<file path="src/rtl/prefix_adder_tester.sv">
// Stimulus/response tester for a registered prefix-adder wrapper: drives a/b with a
// directed-then-LFSR vector stream and checks sum/cout after a fixed pipeline latency.
module prefix_adder_tester #(
   parameter int          WIDTH       = 16,
   parameter int          LATENCY     = 2,
   parameter int          NUM_VECTORS = 256,
   parameter logic [31:0] SEED        = 32'hACE1_1234
) (
   input  logic             clk,
   input  logic             rst_n,
   input  logic             start,
   output logic [WIDTH-1:0] a,
   output logic [WIDTH-1:0] b,
   input  logic [WIDTH-1:0] sum,
   input  logic             cout,
   output logic             busy,
   output logic             done,
   output logic             pass,
   output logic [15:0]      err_count,
   output logic [15:0]      first_err_idx,
   output logic [1:0]       dbg_state
);

   typedef enum logic [1:0] {
      ST_IDLE  = 2'd0,
      ST_RUN   = 2'd1,
      ST_DRAIN = 2'd2,
      ST_DONE  = 2'd3
   } state_t;

   typedef struct packed {
      logic             v;
      logic [15:0]      idx;
      logic [WIDTH:0]   sum;
   } dl_t;

   localparam logic [31:0] PAT5       = 32'h5555_5555;
   localparam logic [31:0] PATA       = 32'hAAAA_AAAA;
   localparam logic [15:0] LAST_IDX   = 16'(NUM_VECTORS - 1);
   localparam logic [15:0] DRAIN_LAST = 16'(LATENCY - 1);
   localparam int          TAIL       = LATENCY - 1;

   state_t           state, state_n;
   logic [15:0]      vec_idx, nxt_idx, drain_cnt;
   logic [31:0]      lfsr, lfsr_step;
   logic [WIDTH-1:0] nxt_a, nxt_b;
   logic [WIDTH:0]   exp_sum;
   logic             mismatch;
   dl_t              dl [LATENCY];

   // start is a one-cycle request with no acknowledge: it is acted on only at an
   // edge where the state is IDLE or DONE and silently dropped otherwise.
   always_ff @(posedge clk) begin
      if (!rst_n) state <= ST_IDLE;
      else        state <= state_n;
   end

   always_comb begin
      state_n = state;
      busy    = 1'b0;
      done    = 1'b0;
      case (state)
         ST_IDLE:  if (start) state_n = ST_RUN;
         ST_RUN: begin
            busy = 1'b1;
            if (vec_idx == LAST_IDX) state_n = ST_DRAIN;
         end
         ST_DRAIN: begin
            busy = 1'b1;
            if (drain_cnt == DRAIN_LAST) state_n = ST_DONE;
         end
         ST_DONE: begin
            done = 1'b1;
            if (start) state_n = ST_RUN;
         end
         default:  state_n = ST_IDLE;
      endcase
      pass      = done && (err_count == 16'd0);
      dbg_state = state;
   end

   // Next vector: directed patterns for k=1..3, then one LFSR step per vector.
   always_comb begin
      nxt_idx   = vec_idx + 16'd1;
      lfsr_step = {lfsr[30:0], lfsr[31] ^ lfsr[21] ^ lfsr[1] ^ lfsr[0]};
      nxt_a     = lfsr_step[WIDTH-1:0];
      nxt_b     = lfsr_step[31:32-WIDTH];
      case (nxt_idx)
         16'd1: begin nxt_a = '1; nxt_b = WIDTH'(1); end
         16'd2: begin nxt_a = '1; nxt_b = '1; end
         16'd3: begin nxt_a = PAT5[WIDTH-1:0]; nxt_b = PATA[WIDTH-1:0]; end
         default: ;
      endcase
      exp_sum  = {1'b0, a} + {1'b0, b};
      mismatch = dl[TAIL].v && ({cout, sum} != dl[TAIL].sum);
   end

   always_ff @(posedge clk) begin
      if (!rst_n) begin
         a             <= '0;
         b             <= '0;
         lfsr          <= SEED;
         vec_idx       <= '0;
         drain_cnt     <= '0;
         err_count     <= '0;
         first_err_idx <= '0;
         for (int i = 0; i < LATENCY; i++) dl[i].v <= 1'b0;
      end else begin
         case (state)
            ST_IDLE, ST_DONE: begin
               if (start) begin
                  a             <= '0;
                  b             <= '0;
                  lfsr          <= SEED;
                  vec_idx       <= '0;
                  drain_cnt     <= '0;
                  err_count     <= '0;
                  first_err_idx <= '0;
                  for (int i = 0; i < LATENCY; i++) dl[i].v <= 1'b0;
               end
            end
            ST_RUN, ST_DRAIN: begin
               // The entry for the vector now on a/b enters at this edge, so it
               // reaches the tail exactly LATENCY cycles after the vector appeared.
               dl[0].v   <= (state == ST_RUN);
               dl[0].idx <= vec_idx;
               dl[0].sum <= exp_sum;
               for (int i = 1; i < LATENCY; i++) dl[i] <= dl[i-1];
               if (mismatch) begin
                  if (err_count != 16'hFFFF) err_count     <= err_count + 16'd1;
                  if (err_count == 16'd0)    first_err_idx <= dl[TAIL].idx;
               end
               if (state == ST_RUN && vec_idx != LAST_IDX) begin
                  vec_idx <= nxt_idx;
                  a       <= nxt_a;
                  b       <= nxt_b;
                  if (nxt_idx >= 16'd4) lfsr <= lfsr_step;
               end else begin
                  a <= '0;
                  b <= '0;
               end
               if (state == ST_RUN) drain_cnt <= '0;
               else                 drain_cnt <= drain_cnt + 16'd1;
            end
            default: ;
         endcase
      end
   end

endmodule

</file>
<file path="config.mk">
export PLATFORM = sky130hd
export DESIGN_NAME = prefix_adder_tester
export DESIGN_NICKNAME = d
export VERILOG_FILES = /design/src/rtl/prefix_adder_tester.sv
export SDC_FILE = /design/constraint.sdc
export NUM_CORES = 1
export LEC_CHECK = 0
export CAP_MARGIN = 20
export CORE_MARGIN = 5
export CORE_UTILIZATION = 33
export DETAILED_ROUTE_END_ITERATION = 12
export MAX_ROUTING_LAYER = met4
export PLACE_DENSITY = 0.54
export SYNTH_ARGS = -nofsm -noshare
export SYNTH_HDL_FRONTEND = slang
export SYNTH_SLANG_ARGS = --single-unit
</file>
<file path="constraint.sdc">
create_clock -name clk -period 4.07 [get_ports clk]
set_clock_uncertainty 0.2 [all_clocks]
set_input_delay 0.814 -clock clk [delete_from_list [all_inputs] [get_ports clk]]
set_output_delay 0.814 -clock clk [all_outputs]
set_load 0.02 [all_outputs]
</file>
* Word level (Yosys, flattened, before mapping) *
Memories as Yosys holds them, arrays and structs flattened.
Index checks and enable logic that the tools add are counted.

storage, ports and cells
  memories kept = 1
  word-level logic and storage cells = 91
  memory bits (writable) = 68
  input port bits = 20
  register bits after elaboration = 130

operators by class
  reduce and logical (&&, ||, !) cells = 13
  order comparisons = 1
  multiplexer cells = 38
  bitwise gates (word level) = 7
  add/sub/neg operators = 4
  equal/unequal tests = 19

memories
  memory  words  bits a word  rd ports  clocked after memory_dff  wr ports  line  source
  dl      2      34           2         0                         2         49    dl_t dl [LATENCY];

operator list
  operator                 count
  $pmux W16 S2             7
  $mux W16                 9
  $mux W32                 3
  $pmux W32 S2             1
  $add A16 B1 Y16 const B  3
  $pmux W16 S3             1
  $eq A16 B1 Y1 const B    2
  $eq A16 B2 Y1 const B    2
  $add A16 B16 Y17         1
  $ne A17 B17 Y1           1
  $eq A16 B8 Y1 const B    1
  $ge A16 B3 Y1 const B    1
  $logic_not A16 Y1        1
  $ne A16 B16 Y1 const B   1
  $ne A16 B8 Y1 const B    1
  $mux W1                  13
  $ne A2 B1 Y1 const B     6
  $reduce_and A3 Y1        4
  $mux W2                  3
  $pmux W2 S3              1
  $reduce_or A2 Y1         3
  $eq A2 B2 Y1 const B     2
  $ne A2 B2 Y1 const B     2
  $or A1 B1 Y1             4
  other kinds (5)          9

* Logic depth before layout (Yosys ltp) *
  depth after elaboration = 7
  depth in mapped cells = 11
  mapped depth without buffers = 9

* Worst setup path after synthesis *
OpenSTA, ideal clock, no wires.

  kind = register to register
  from = reg state[0], in the netlist dbg_state[0]
  to = mem dl[0][16] (netlist bit) (data pin)
  cell stages (with the launch flop) = 11
  setup slack = -0.528 ns
  buffers on the path = 3
  setup time = 0.159 ns
  arrival time = 4.240 ns
  path through = dfxtp_1 inv_1 ha_1 clkbuf_1 inv_1 clkbuf_1 nand2_1 inv_1 clkbuf_1 o21ai_0 a21oi_1

RTL lines
  element                   line  source
  start: declaration        43    state_t state, state_n;
  start signal: assignment  55    else state <= state_n;
  end: declaration          49

* Final worst setup path *
  from = reg err_count[0]
  to = out pass

on the way
  cells in the longest elaborated chain, start to end = 2

RTL lines
  element                   line  source
  start: declaration        19    output logic [15:0] err_count,
  start signal: assignment  130   if (err_count != 16'hFFFF) err_count <= err_count + 16'd1;
  $logic_not A16 Y1         78    pass = done && (err_count == 16'd0);
  $logic_and A1 B1 Y1       78
  end: declaration          18    output logic pass,

No other way between the ends.

==> flow_metrics.py <==
metrics = {
    "status": {
        "status": "completed",
    },
    "grt": {
        "overflow": 0,
        "first_global_vias": 6629,
        "grt.total_usage": 0.147,
        "grt_max_degree": 50,
        "antenna_found_initial": 0,
        "grt_first_pass_wirelength_mm": 36.5,
    },
    "die": {
        "die-height_um": 178,
        "die_width_um": 178,
        "pin_count": 89,
        "dieArea_um2": 31600,
        "initial_core_util": 0.334,
        "fp-row-count": 61,
        "core_um2": 27800,
    },
    "cells_and_area": {
        "drive_gt1_frac": 0.0721,
        "final-seq-area_um2": 4640,
        "antenna_cells": 0,
        "final_core_util": 0.399,
        "nets": 1063,
        "final_area_um2": 11100,
        "area_delta_synth_final_pct": 19.4,
        "num-fill-cells": 2769,
        "multi_input_area_um2": 4280,
    },
    "cts": {
        "cts_sinks": 198,
        "cts_root_buffer": "clkbuf_16",
        "h-tree-depth": 4,
        "clkLatencyLatePin_ns": 0.44,
        "cts_tree": "yes",
        "clkTransAtPathRegs_ns": 0.08,
        "post_cts_buffers": 0,
        "postCtsHoldBufs": 0,
        "cts.repair.resized": 0,
        "clock_path_buffers": 2,
        "cts_buffers": 17,
    },
    "timing": {
        "setup_ws_ns": 0.635,
        "fmax_mhz": 291,
        "whs_ns": 0.254,
        "rsz0062_at_grt": "no",
        "tns_ns": 0,
        "hold_violations": 0,
        "period_needed_ns": 3.43,
        "setup_viol": 0,
        "drv_slew": 0,
        "max_slew.worst_pin.slew_ns": 0.864,
        "finalCritPeriodShare": 0.844,
        "slew-limit-headroom": 0.424,
    },
    "worst_setup_path": {
        "arrival_ns": 2.42,
        "r2r_start": "vec_idx[1]",
        "critPathMaxFanout": 6,
        "crit_path_start": "err_count[0]",
        "r2r_cells": 7,
        "endpoint": "pass",
        "end_kind": "output pin",
        "start_kind": "register",
        "reg2reg_slack_ns": 0.76,
        "required_ns": 3.06,
        "r2r_end": "b[14]",
        "critPathKind": "register to output pin",
    },
    "yosys": {
        "yosysSeqAreaShare": 0.500,
        "yosysTopAreaCellShare": 0.280,
        "synthTopCellsByArea": "dfxtp_1 (28%), edfxtp_1 (22%), nand2_1 (4.5%)",
        "async_flop_share": 0,
        "synthDistinctLibCells": 67,
        "avgSynthCellArea_um2": 9.80,
        "ys_ff_latch": 198,
        "synthCells": 948,
        "synthFlopType": "dfxtp_1",
        "synthesis.nets": 997,
        "synth_top_cell_by_area": "dfxtp_1",
        "yosys_warnings": 0,
        "syn_area_um2": 9290,
        "synth_edf_count": 68,
    },
    "placement": {
        "io_buffers": 88,
        "pre_cts_ws_ns": 0.307,
        "gp_congestion": 0.846,
        "dp_hpwl_mm": 15.8,
        "place_area_um2": 10500,
    },
    "drt": {
        "viasPerCell": 5.04,
        "wl_per_cell_um": 15.9,
        "dr.max_layer_used": "met4",
        "wl_met2_mm": 9.99,
        "drtIter0Drc": 564,
        "drt-met1-wl_mm": 11.2,
        "wl_mm": 22.4,
        "first_pass_iters": 5,
        "postRouteAntennaNets": 0,
        "via_count": 7075,
        "drcViolationCount": 0,
        "wl_met3_um": 918,
    },
    "worst_hold_path": {
        "hold_class": "register to register",
    },
    "power_and_ir_drop": {
        "powerDensity_nw_per_um2": 547,
        "ir_drop_mv": 0.297,
        "power_leakage_nw": 4.14,
    },
    "run": {
        "cap_violations": 0,
    },
}
## worst min-delay path by stage
| stage | startpoint | depth (start not counted) | end | slack, ns |
|---|---|---|---|---|
| 6_report | dl[0][58] | 1 | first_err_idx[7] | 0.25 |
| 5_1_grt | dl[0][58] | 1 | first_err_idx[7] | 0.28 |
| 4_1_cts | dl[0][58] | 1 | first_err_idx[7] | 0.26 |
| 3_5_place_dp | dl[0][61] | 1 | first_err_idx[10] | 0.24 |
| 3_3_place_gp | dl[0][56] | 1 | first_err_idx[5] | 0.24 |
| 2_1_floorplan | dl[0][51] | 1 | first_err_idx[0] | 0.24 |
## final cells by class
type                            count  area share
Tap cell                          378      0.0426
Clock buffer                       18      0.0390
Clock inverter                     14      0.0123
Sequential cell                   198       0.419
Timing Repair Buffer              109      0.0943
Inverter                           21     0.00710
Multi-Input combinational cell    667       0.386
## worst max-delay path, stage by stage, from the launching register on
cell and delay, ns:
dfxtp_1 0.38, inv_1 0.10, ha_1 0.15, nor4b_1 0.27
nand4_1 0.31, nor2_1 0.16, clkdlybuf4s50_1 0.62
## metal layers
metal / vias to the layer above / global-route usage
li1: 3595 / -
met2: 145 / 0.221
met5: - / -
met3: 17 / 0.0277
met4: 0 / 0.0329
met1: 3318 / 0.208
## Yosys cell counts, drive strengths merged (2+ instances only)
cell type / n
a211o: 3
a211oi: 4
a21o: 4
a21oi: 50
a22o: 33
a22oi: 2
a311oi: 7
a31oi: 8
and2: 7
and3: 61
and4: 9
buf: 14
clkbuf: 48
dfxtp: 130
edfxtp: 68
ha: 28
inv: 21
mux2i: 19
nand2: 113
nand3: 20
nand3b: 2
nand4: 20
nand4b: 3
nor2: 51
nor2b: 3
nor3: 12
nor3b: 2
nor4: 24
nor4b: 3
o211ai: 10
o21ai: 68
o31a: 3
o31ai: 5
or2: 20
or3: 11
or4: 5
xnor2: 15
xor2: 28
## state kept, by name (all words and copies together), names as in the netlist
signal	flops
a	16
dl	68
b	16
first_err_idx	16
vec_idx	16
dbg_state	2
lfsr	32
drain_cnt	16
err_count	16
## logic make-up after synthesis
group / share of synthesized area
muxes: 0.0205
DFF: 0.500
adders and majority gates: 0.0399
buffers and inverters: 0.0393
AOI/OAI and AO/OA: 0.149
xor gates and xnor gates: 0.0405
and+or+nand+nor: 0.211
## through the flow
step                      std cells  total power, mW
final                          1405             6.07
after global routing           1405             6.44
after CTS                      1405             6.16
after detailed placement       1373             4.52
after global placement         1373             4.50
after floorplan                 948             3.85
## power by group
| part | switching, mW | internal, mW |
|---|---|---|
| logic | 1.18 | 0.646 |
| clock network | 0.810 | 0.824 |
| registers | 0.184 | 2.43 |
| total | 2.18 | 3.90 |
## layout by cell type, fill, tap and decap left out, types with 7 or more instances in the layout
master,synthesis,final
buf_4,2,20
or3_1,10,10
a31oi_1,7,7
dfxtp_1,130,130
clkdlybuf4s50_1,0,87
mux2i_1,19,19
and4_1,8,8
or2_0,17,17
o211ai_1,10,10
and3_1,61,61
xor2_1,28,28
nor3_1,12,11
edfxtp_1,68,68
nand4_1,18,18
nor4_1,20,20
nor2_1,51,51
a311oi_1,7,7
nand3_1,19,19
a21oi_1,49,49
o21ai_1,10,10
nand2_1,112,112
clkbuf_16,0,17
xnor2_1,15,15
o21ai_0,58,58
ha_1,28,28
a22o_1,33,33
inv_1,21,20
Power figures use the tool's default switching activity.
